## src/rtl/bool_sweep_pkg.sv

```systemverilog
// bool_sweep_pkg: shared FSM encoding and width helpers for the equivalence sweeper
package bool_sweep_pkg;
   typedef enum logic [1:0] {IDLE = 2'd0, SWEEP = 2'd1, DONE = 2'd2} state_t;
   function automatic int cnt_width(input int n_in);
      return n_in + 1;
   endfunction
   function automatic int hold_width(input int settle);
      return (settle < 1) ? 1 : $clog2(settle + 1);
   endfunction
endpackage

```

## src/rtl/bool_sweep_cmp.sv

```systemverilog
// bool_sweep_cmp: per-output mismatch between two implementations and its reduction
module bool_sweep_cmp
   import bool_sweep_pkg::*;
#(
   parameter int N_OUT = 4
) (
   input  logic [N_OUT-1:0] f_a,
   input  logic [N_OUT-1:0] f_b,
   output logic [N_OUT-1:0] mismatch,
   output logic             any_mismatch
);
   assign mismatch     = f_a ^ f_b;
   assign any_mismatch = |mismatch;
endmodule

```

## src/rtl/bool_equiv_sweeper.sv

```systemverilog
// bool_equiv_sweeper: exhaustive A-vs-B truth-table sweep; EQUIV_SWEEP_STOP_ON_ERR_EN ends the sweep at the first mismatch
module bool_equiv_sweeper
   import bool_sweep_pkg::*;
#(
   parameter int N_IN   = 5,
   parameter int N_OUT  = 4,
   parameter int SETTLE = 0
) (
   input  logic             clk,
   input  logic             reset,
   input  logic             start,
   output logic [N_IN-1:0]  vec,
   input  logic [N_OUT-1:0] f_a,
   input  logic [N_OUT-1:0] f_b,
   output logic             busy,
   output logic             done,
   output logic             pass,
   output logic [N_IN:0]    err_count,
   output logic [N_OUT-1:0] err_mask,
   output logic [N_IN-1:0]  first_err_vec,
   output logic             first_err_valid
);
   localparam int CW = cnt_width(N_IN);
   localparam int HW = hold_width(SETTLE);
   localparam logic [HW-1:0] HOLD_LAST = HW'(SETTLE);
   localparam logic [CW-1:0] VEC_LAST  = CW'((1 << N_IN) - 1);
`ifdef EQUIV_SWEEP_STOP_ON_ERR_EN
   localparam bit STOP_ON_ERR = 1'b1;
`else
   localparam bit STOP_ON_ERR = 1'b0;
`endif
   state_t           state;
   logic [CW-1:0]    cnt;
   logic [HW-1:0]    hold;
   logic [N_OUT-1:0] mismatch;
   logic             any_mismatch;
   logic             last;
   bool_sweep_cmp #(.N_OUT(N_OUT)) u_cmp (
      .f_a          (f_a),
      .f_b          (f_b),
      .mismatch     (mismatch),
      .any_mismatch (any_mismatch)
   );
   assign vec  = cnt[N_IN-1:0];
   assign last = (cnt == VEC_LAST) || (STOP_ON_ERR && any_mismatch);
   // FSM, vector/hold counters and result capture; compare happens on the last hold cycle of each vector
   always_ff @(posedge clk or posedge reset) begin
      if (reset) begin
         state           <= IDLE;
         cnt             <= '0;
         hold            <= '0;
         busy            <= 1'b0;
         done            <= 1'b0;
         pass            <= 1'b0;
         err_count       <= '0;
         err_mask        <= '0;
         first_err_vec   <= '0;
         first_err_valid <= 1'b0;
      end else begin
         case (state)
            IDLE, DONE: if (start) begin
               state           <= SWEEP;
               cnt             <= '0;
               hold            <= '0;
               busy            <= 1'b1;
               done            <= 1'b0;
               pass            <= 1'b0;
               err_count       <= '0;
               err_mask        <= '0;
               first_err_vec   <= '0;
               first_err_valid <= 1'b0;
            end
            SWEEP: if (hold == HOLD_LAST) begin
               hold <= '0;
               if (any_mismatch) begin
                  err_count <= err_count + 1'b1;
                  err_mask  <= err_mask | mismatch;
                  if (!first_err_valid) begin
                     first_err_vec   <= vec;
                     first_err_valid <= 1'b1;
                  end
               end
               if (last) begin
                  state <= DONE;
                  cnt   <= '0;
                  busy  <= 1'b0;
                  done  <= 1'b1;
                  pass  <= (err_count == '0) && !any_mismatch;
               end else begin
                  cnt <= cnt + 1'b1;
               end
            end else begin
               hold <= hold + 1'b1;
            end
            default: state <= IDLE;
         endcase
      end
   end
endmodule

```

## config.mk

```make
export PLATFORM = sky130hd
export DESIGN_NAME = bool_equiv_sweeper
export DESIGN_NICKNAME = d
export VERILOG_FILES = /design/src/rtl/bool_sweep_pkg.sv /design/src/rtl/bool_sweep_cmp.sv /design/src/rtl/bool_equiv_sweeper.sv
export SDC_FILE = /design/constraint.sdc
export NUM_CORES = 1
export LEC_CHECK = 0
export ABC_AREA = 1
export CORE_ASPECT_RATIO = 1.2
export CORE_UTILIZATION = 43
export CTS_CLUSTER_SIZE = 40
export DETAILED_ROUTE_END_ITERATION = 10
export GPL_TIMING_DRIVEN = 0
export HOLD_SLACK_MARGIN = 0.08
export PLACE_DENSITY = 0.8
export SYNTH_ARGS = -nofsm -noshare
export SYNTH_HDL_FRONTEND = slang
export SYNTH_HIERARCHICAL = 1
export SYNTH_SLANG_ARGS = --single-unit
```

## constraint.sdc

```tcl
create_clock -name clk -period 1.23 [get_ports clk]
set_input_delay 0.1845 -clock clk [delete_from_list [all_inputs] [get_ports clk]]
set_output_delay 0.1845 -clock clk [all_outputs]
set_load 0.01 [all_outputs]
```

# Word level (Yosys, flattened, before mapping)
# Index checks and enable logic that the tools add are counted.
# op_classes
n_addsub,3
n_mul,0
div_mod_pow,0
n_lt_le_gt_ge,0
eq_ne,8
shift,0
muxes,36
bitwise,2
n_reduce_logical,13
# ops
operator,n
6-bit 2-to-1 mux,5
6-bit case mux with 2 select lines,2
5-bit 2-to-1 mux,4
6-bit by 1-bit adder with 6-bit output (second input constant),2
4-bit 2-to-1 mux,3
1-bit 2-to-1 mux,11
2-bit != test (second input constant),5
1-bit case mux with 2 select lines,5
5-bit case mux with 2 select lines,1
4-bit case mux with 2 select lines,1
4-bit AND reduction,2
6-bit by 5-bit equality test with 1-bit output (second input constant),1
6-bit logical NOT,1
2-bit 2-to-1 mux,3
3-bit AND reduction,2
5-bit AND reduction,1
4-bit bitwise OR,1
2-bit case mux with 2 select lines,1
4-bit OR reduction,1
4-bit bitwise XOR,1
2-bit by 1-bit equality test with 1-bit output (second input constant),1
2-bit equality test (second input constant),1
2-bit logical NOT,1
2-bit AND reduction,1
5 further kinds,5
# totals
ff_bits,28
latchBits,0
mem_bits_rw,0
rom_bits,0
inputBits,11
out_inout_bits,24
word_cells,72
memories,0

# Depth between registers and ports, before layout
# depth
ltp_word,7
ltp_mapped,10
ltp_nobuf,10

# By module
# Netlist, hierarchy kept.
# by_module_without_submodules
mod,n_inst,cells_per_inst,area_each_um2,seq_area_each_um2
bool_equiv_sweeper,1,156,1302.5,675.6
bool_sweep_cmp,1,22,95.1,0.0

# Worst setup path before layout
# No wires, ideal clock.
# synth_path
path_type,reg-to-reg
startpoint,reg cnt[0]
endpoint,reg pass
setup_time_ns,0.117
arrival_ns,1.078
t_required_ns,1.113
slack_ns,0.035
path_stages_with_launch,8
period_less_slack_ns,1.195
cell_sequence,dfrtp_1 -> ha_1 -> nand3_1 -> inv_1 -> nand3_1 -> nand2_1 -> nand2_1 -> nand2_1
# synth_via
elab_chain_cells,3
# synth_lines
item,line_no,source
"start, declared",bool_equiv_sweeper.sv:33,logic [CW-1:0] cnt;
"start signal, assigned",bool_equiv_sweeper.sv:90,cnt <= cnt + 1'b1;
6-bit by 5-bit equality test with 1-bit output,bool_equiv_sweeper.sv:45,assign last = (cnt == VEC_LAST) || (STOP_ON_ERR && any_mismatch);
2-bit != test (no line),n/a,
4-bit AND reduction (no line),n/a,
"end signal, assigned",bool_equiv_sweeper.sv:88,pass <= (err_count == '0) && !any_mismatch;
"end, declared",bool_equiv_sweeper.sv:17,"output logic pass,"
# Every way passes these cells.
# A chain may end at the register's enable or synchronous reset.

# Final worst setup path
# layout_path
startpoint,reg err_count[0]
endpoint,reg err_count[4]
# layout_via
elab_chain_cells,4
# layout_lines
item,line_no,source
"start, declared",bool_equiv_sweeper.sv:18,"output logic [N_IN:0] err_count,"
"start signal, assigned",bool_equiv_sweeper.sv:76,err_count <= err_count + 1'b1;
6-bit by 1-bit adder with 6-bit output,bool_equiv_sweeper.sv:76,
6-bit 2-to-1 mux,bool_equiv_sweeper.sv:75,if (any_mismatch) begin
6-bit 2-to-1 mux,bool_equiv_sweeper.sv:73,SWEEP: if (hold == HOLD_LAST) begin
6-bit case mux with 2 select lines,bool_equiv_sweeper.sv:60,case (state)
# Every way passes these cells. The select of a mux whose other input is x is not followed.

==> flow_metrics.py <==
metrics = {
    "yosys": {
        "synth_seq_area_share_pct": 48.3,
        "ys_warn_count": 6,
        "synth_area_leaders": "dfrtp_1 (48%), nand2_1 (14%), inv_1 (7.5%)",
        "synth_top_area_cell": "dfrtp_1",
        "avgSynthCellArea_um2": 7.85,
        "yosysTopAreaCellShare_pct": 48.3,
        "syn_nets": 192,
        "synth_cells": 178,
        "synth.distinct_cells": 20,
        "syn_area_um2": 1400,
        "ys_seq_elements": 27,
    },
    "clock_network": {
        "cts.sinks": 27,
        "cts_hold_buf": 0,
        "clockBufferDepth": 2,
        "cts_tree": "done",
        "clkTransAtPathRegs_ns": 0.15,
        "htreeDepth": 1,
        "numCtsBuffers": 3,
        "worstSkewPairLatency_ns": 0.32,
        "cts-root-buf": "clkbuf_4",
    },
    "cells_and_area": {
        "diodes": 0,
        "final_area_um2": 2120,
        "drive_gt1_share_pct": 31.3,
        "fin_nets": 255,
        "syn2layout_area_growth_pct": 51.8,
    },
    "die": {
        "rows": 22,
        "design.core.area_um2": 3080,
        "start_util_pct": 45.3,
        "die_h_um": 64.5,
        "dieWidth_um": 54.0,
        "ios": 35,
        "fp.dieArea_um2": 3480,
    },
    "timing": {
        "worst_slack_ns": -0.00878,
        "period_minus_slack_ns": 1.24,
        "skew_ns": 0.00975,
        "fin_setup_tns_ns": -0.00878,
        "slew_viol_final": 0,
        "hold_viol": 0,
        "fin_hold_ws_ns": 0.241,
        "relSlewSlack_pct": 61.3,
        "finalCritPeriodShare_pct": 101,
        "setup_viol": 1,
        "tightest_slew_ns": 0.579,
        "rsz0062_at_grt": "true",
        "max_freq_mhz": 807,
    },
    "flow_run": {
        "max-cap-violations": 0,
    },
    "grt": {
        "grt.overflow.total": 0,
        "grt_max_degree": 28,
        "grt_pass1_vias": 1242,
        "antenna_found_initial": 0,
        "grt_pass1_wl_um": 5290,
        "track_usage_pct": 20.0,
    },
    "drt": {
        "viasPerCell": 5.03,
        "drtAntennaViolNets": 0,
        "finalWirelength_um": 3280,
        "post_drt_wl_per_cell_um": 11.9,
        "dr.first_iter.drc_count": 45,
        "firstDrtPassIters": 4,
        "drc_errors": 0,
        "vias": 1388,
    },
    "place": {
        "dpl_cell_area_um2": 1780,
        "gp_congestion": 0.809,
        "hpwlAfterDp_um": 1970,
        "port_buffers": 34,
    },
    "power_and_ir_drop": {
        "power.leakage_uw": 0.00115,
        "total_power_uw": 4770,
        "power_density_nw_per_um2": 2250,
        "irDropWorstVdd_mv": 1.37,
    },
    "setup_path": {
        "startpoint_type": "register",
        "max_stage_delay_ns": 0.40,
        "crit_fanout": 2,
        "critPathSlowestCell": "dfrtp_1",
        "cp_data_required_time_ns": 1.45,
        "arrival_ns": 1.45,
        "endpoint_kind": "register",
        "crit_family": "flip-flops",
        "worst-path-buf-inv": 1,
        "cp_cell_sequence": "buf_4, ha_1, nand3_1, xor2_1, o21ai_0",
        "crit_type": "reg2reg",
    },
    "run_status": {
        "status": "finished, violations left",
        "violations": "setup timing",
    },
    "hold_path": {
        "hp-class": "in2async",
    },
}
[state kept, by name (all words and copies together) (netlist names)]
signal	count
busy	1
cnt	6
done	1
err_count	6
err_mask	4
first_err_valid	1
first_err_vec	5
pass	1
state	2
[metrics by stage]
stage	setup WS [ns]	cells	util, %
floorplan	0.0350	178	-
global placement	-0.580	248	57.8
detailed placement	-0.612	248	57.8
CTS	0.0109	268	64.0
global route	-0.0756	276	68.8
finish	-0.00878	276	68.8
[cells in the final DEF (no fill, tap or decap)]
cell,instances
clkinvlp_4,1
nor2_4,5
nand2_4,4
nand2_1,45
buf_2,3
buf_6,4
inv_2,3
o21ai_0,8
nand4_1,7
inv_4,2
clkinv_2,1
dlygate4sd2_1,9
nand2_2,7
dfrtp_2,2
inv_1,22
or2_2,1
dlymetal6s2s_1,4
nand3_1,16
ha_1,2
clkdlybuf4s15_1,10
clkbuf_4,4
buf_4,27
dfrtp_1,25
xor2_1,1
o31ai_2,1
a22o_1,1
nor2_1,3
a21oi_1,5
o21ai_4,1
xnor2_1,1
clkdlybuf4s50_1,6
nor2_2,6
ha_4,1
nand3_4,2
[worst reg2reg max path, stage by stage, from the launching register on]
cell and delay, ns:
dfrtp_1 0.40, buf_4 0.14, ha_1 0.21, nand3_1 0.10, xor2_1 0.17, o21ai_0 0.11
[cells in the mapped netlist]
cell type   n
nor2_2      3
nor2_1      9
ha_1        3
dfrtp_1    27
buf_2       1
o21ai_0     8
xnor2_1     1
nand2_1    53
a21oi_1     5
a22o_1      1
nand4_1     7
nand2_2     3
buf_4       6
xor2_1      1
nor2_4      1
o31ai_1     1
nand3_1    18
inv_1      28
o21ai_2     1
or2_2       1
[final cells by class]
class | count | area [µm²]
fillers | 255 | 961
multi-input cells | 117 | 698
flip-flops and latches | 27 | 678
repair buffers | 58 | 514
inverters | 28 | 114
plain buffers | 6 | 45.0
well taps | 36 | 45.0
clock buffers | 3 | 22.5
clock inverters | 1 | 5.00
[cell families (layout without fill, tap and decap cells)]
group                    after synthesis  after routing  synth area share, %
XOR/XNOR                               2              2                 1.25
buffers and inverters                 35             96                 11.1
AND/OR/NAND/NOR                       95             96                 30.2
AO/OA/AOI/OAI                         16             16                 6.45
flip-flops                            27             27                 48.3
adder cells (fa/ha/maj)                3              3                 2.69
[metal layers]
layer	GRT usage, %	part of all wire (%)	vias up
met1	25.2	41	661
met5	0	0	-
met3	2.82	3.4	4
met4	5.77	1.2	0
met2	34.7	54	32
li1	-	-	691
[worst paths after layout]
check                                 startpoint          endpoint  slack [ns]  cells past startpoint
worst max-delay path                err_count[0]      err_count[4]      -0.009                      5
worst min-delay path                       reset  first_err_vec[2]        0.24                      2
worst max register to register      err_count[0]      err_count[4]      -0.009                      5
worst min register to register  first_err_vec[0]  first_err_vec[0]        0.49                      2
max in group asynchronous                  reset            cnt[2]        0.63                      2
min in group clk                          f_a[3]       err_mask[3]        0.29                      5
[power breakdown]
| group | leakage [µW] | internal [µW] | total, µW | switching (µW) |
|---|---|---|---|---|
| sequential | 0.000324 | 1260 | 1460 | 206 |
| combinational | 0.000804 | 1400 | 2920 | 1520 |
| clock | 0.0000177 | 122 | 387 | 265 |
[timing repair]
action / 4_1_cts / 5_1_grt
cloned: 1 / 0
setup buffers: 16 / 8
gates resized for setup: 62 / 34
setup endpoints to repair: 43 / 59
pin swaps: 3 / 11
No activity file was read; power rests on OpenSTA's default activity.
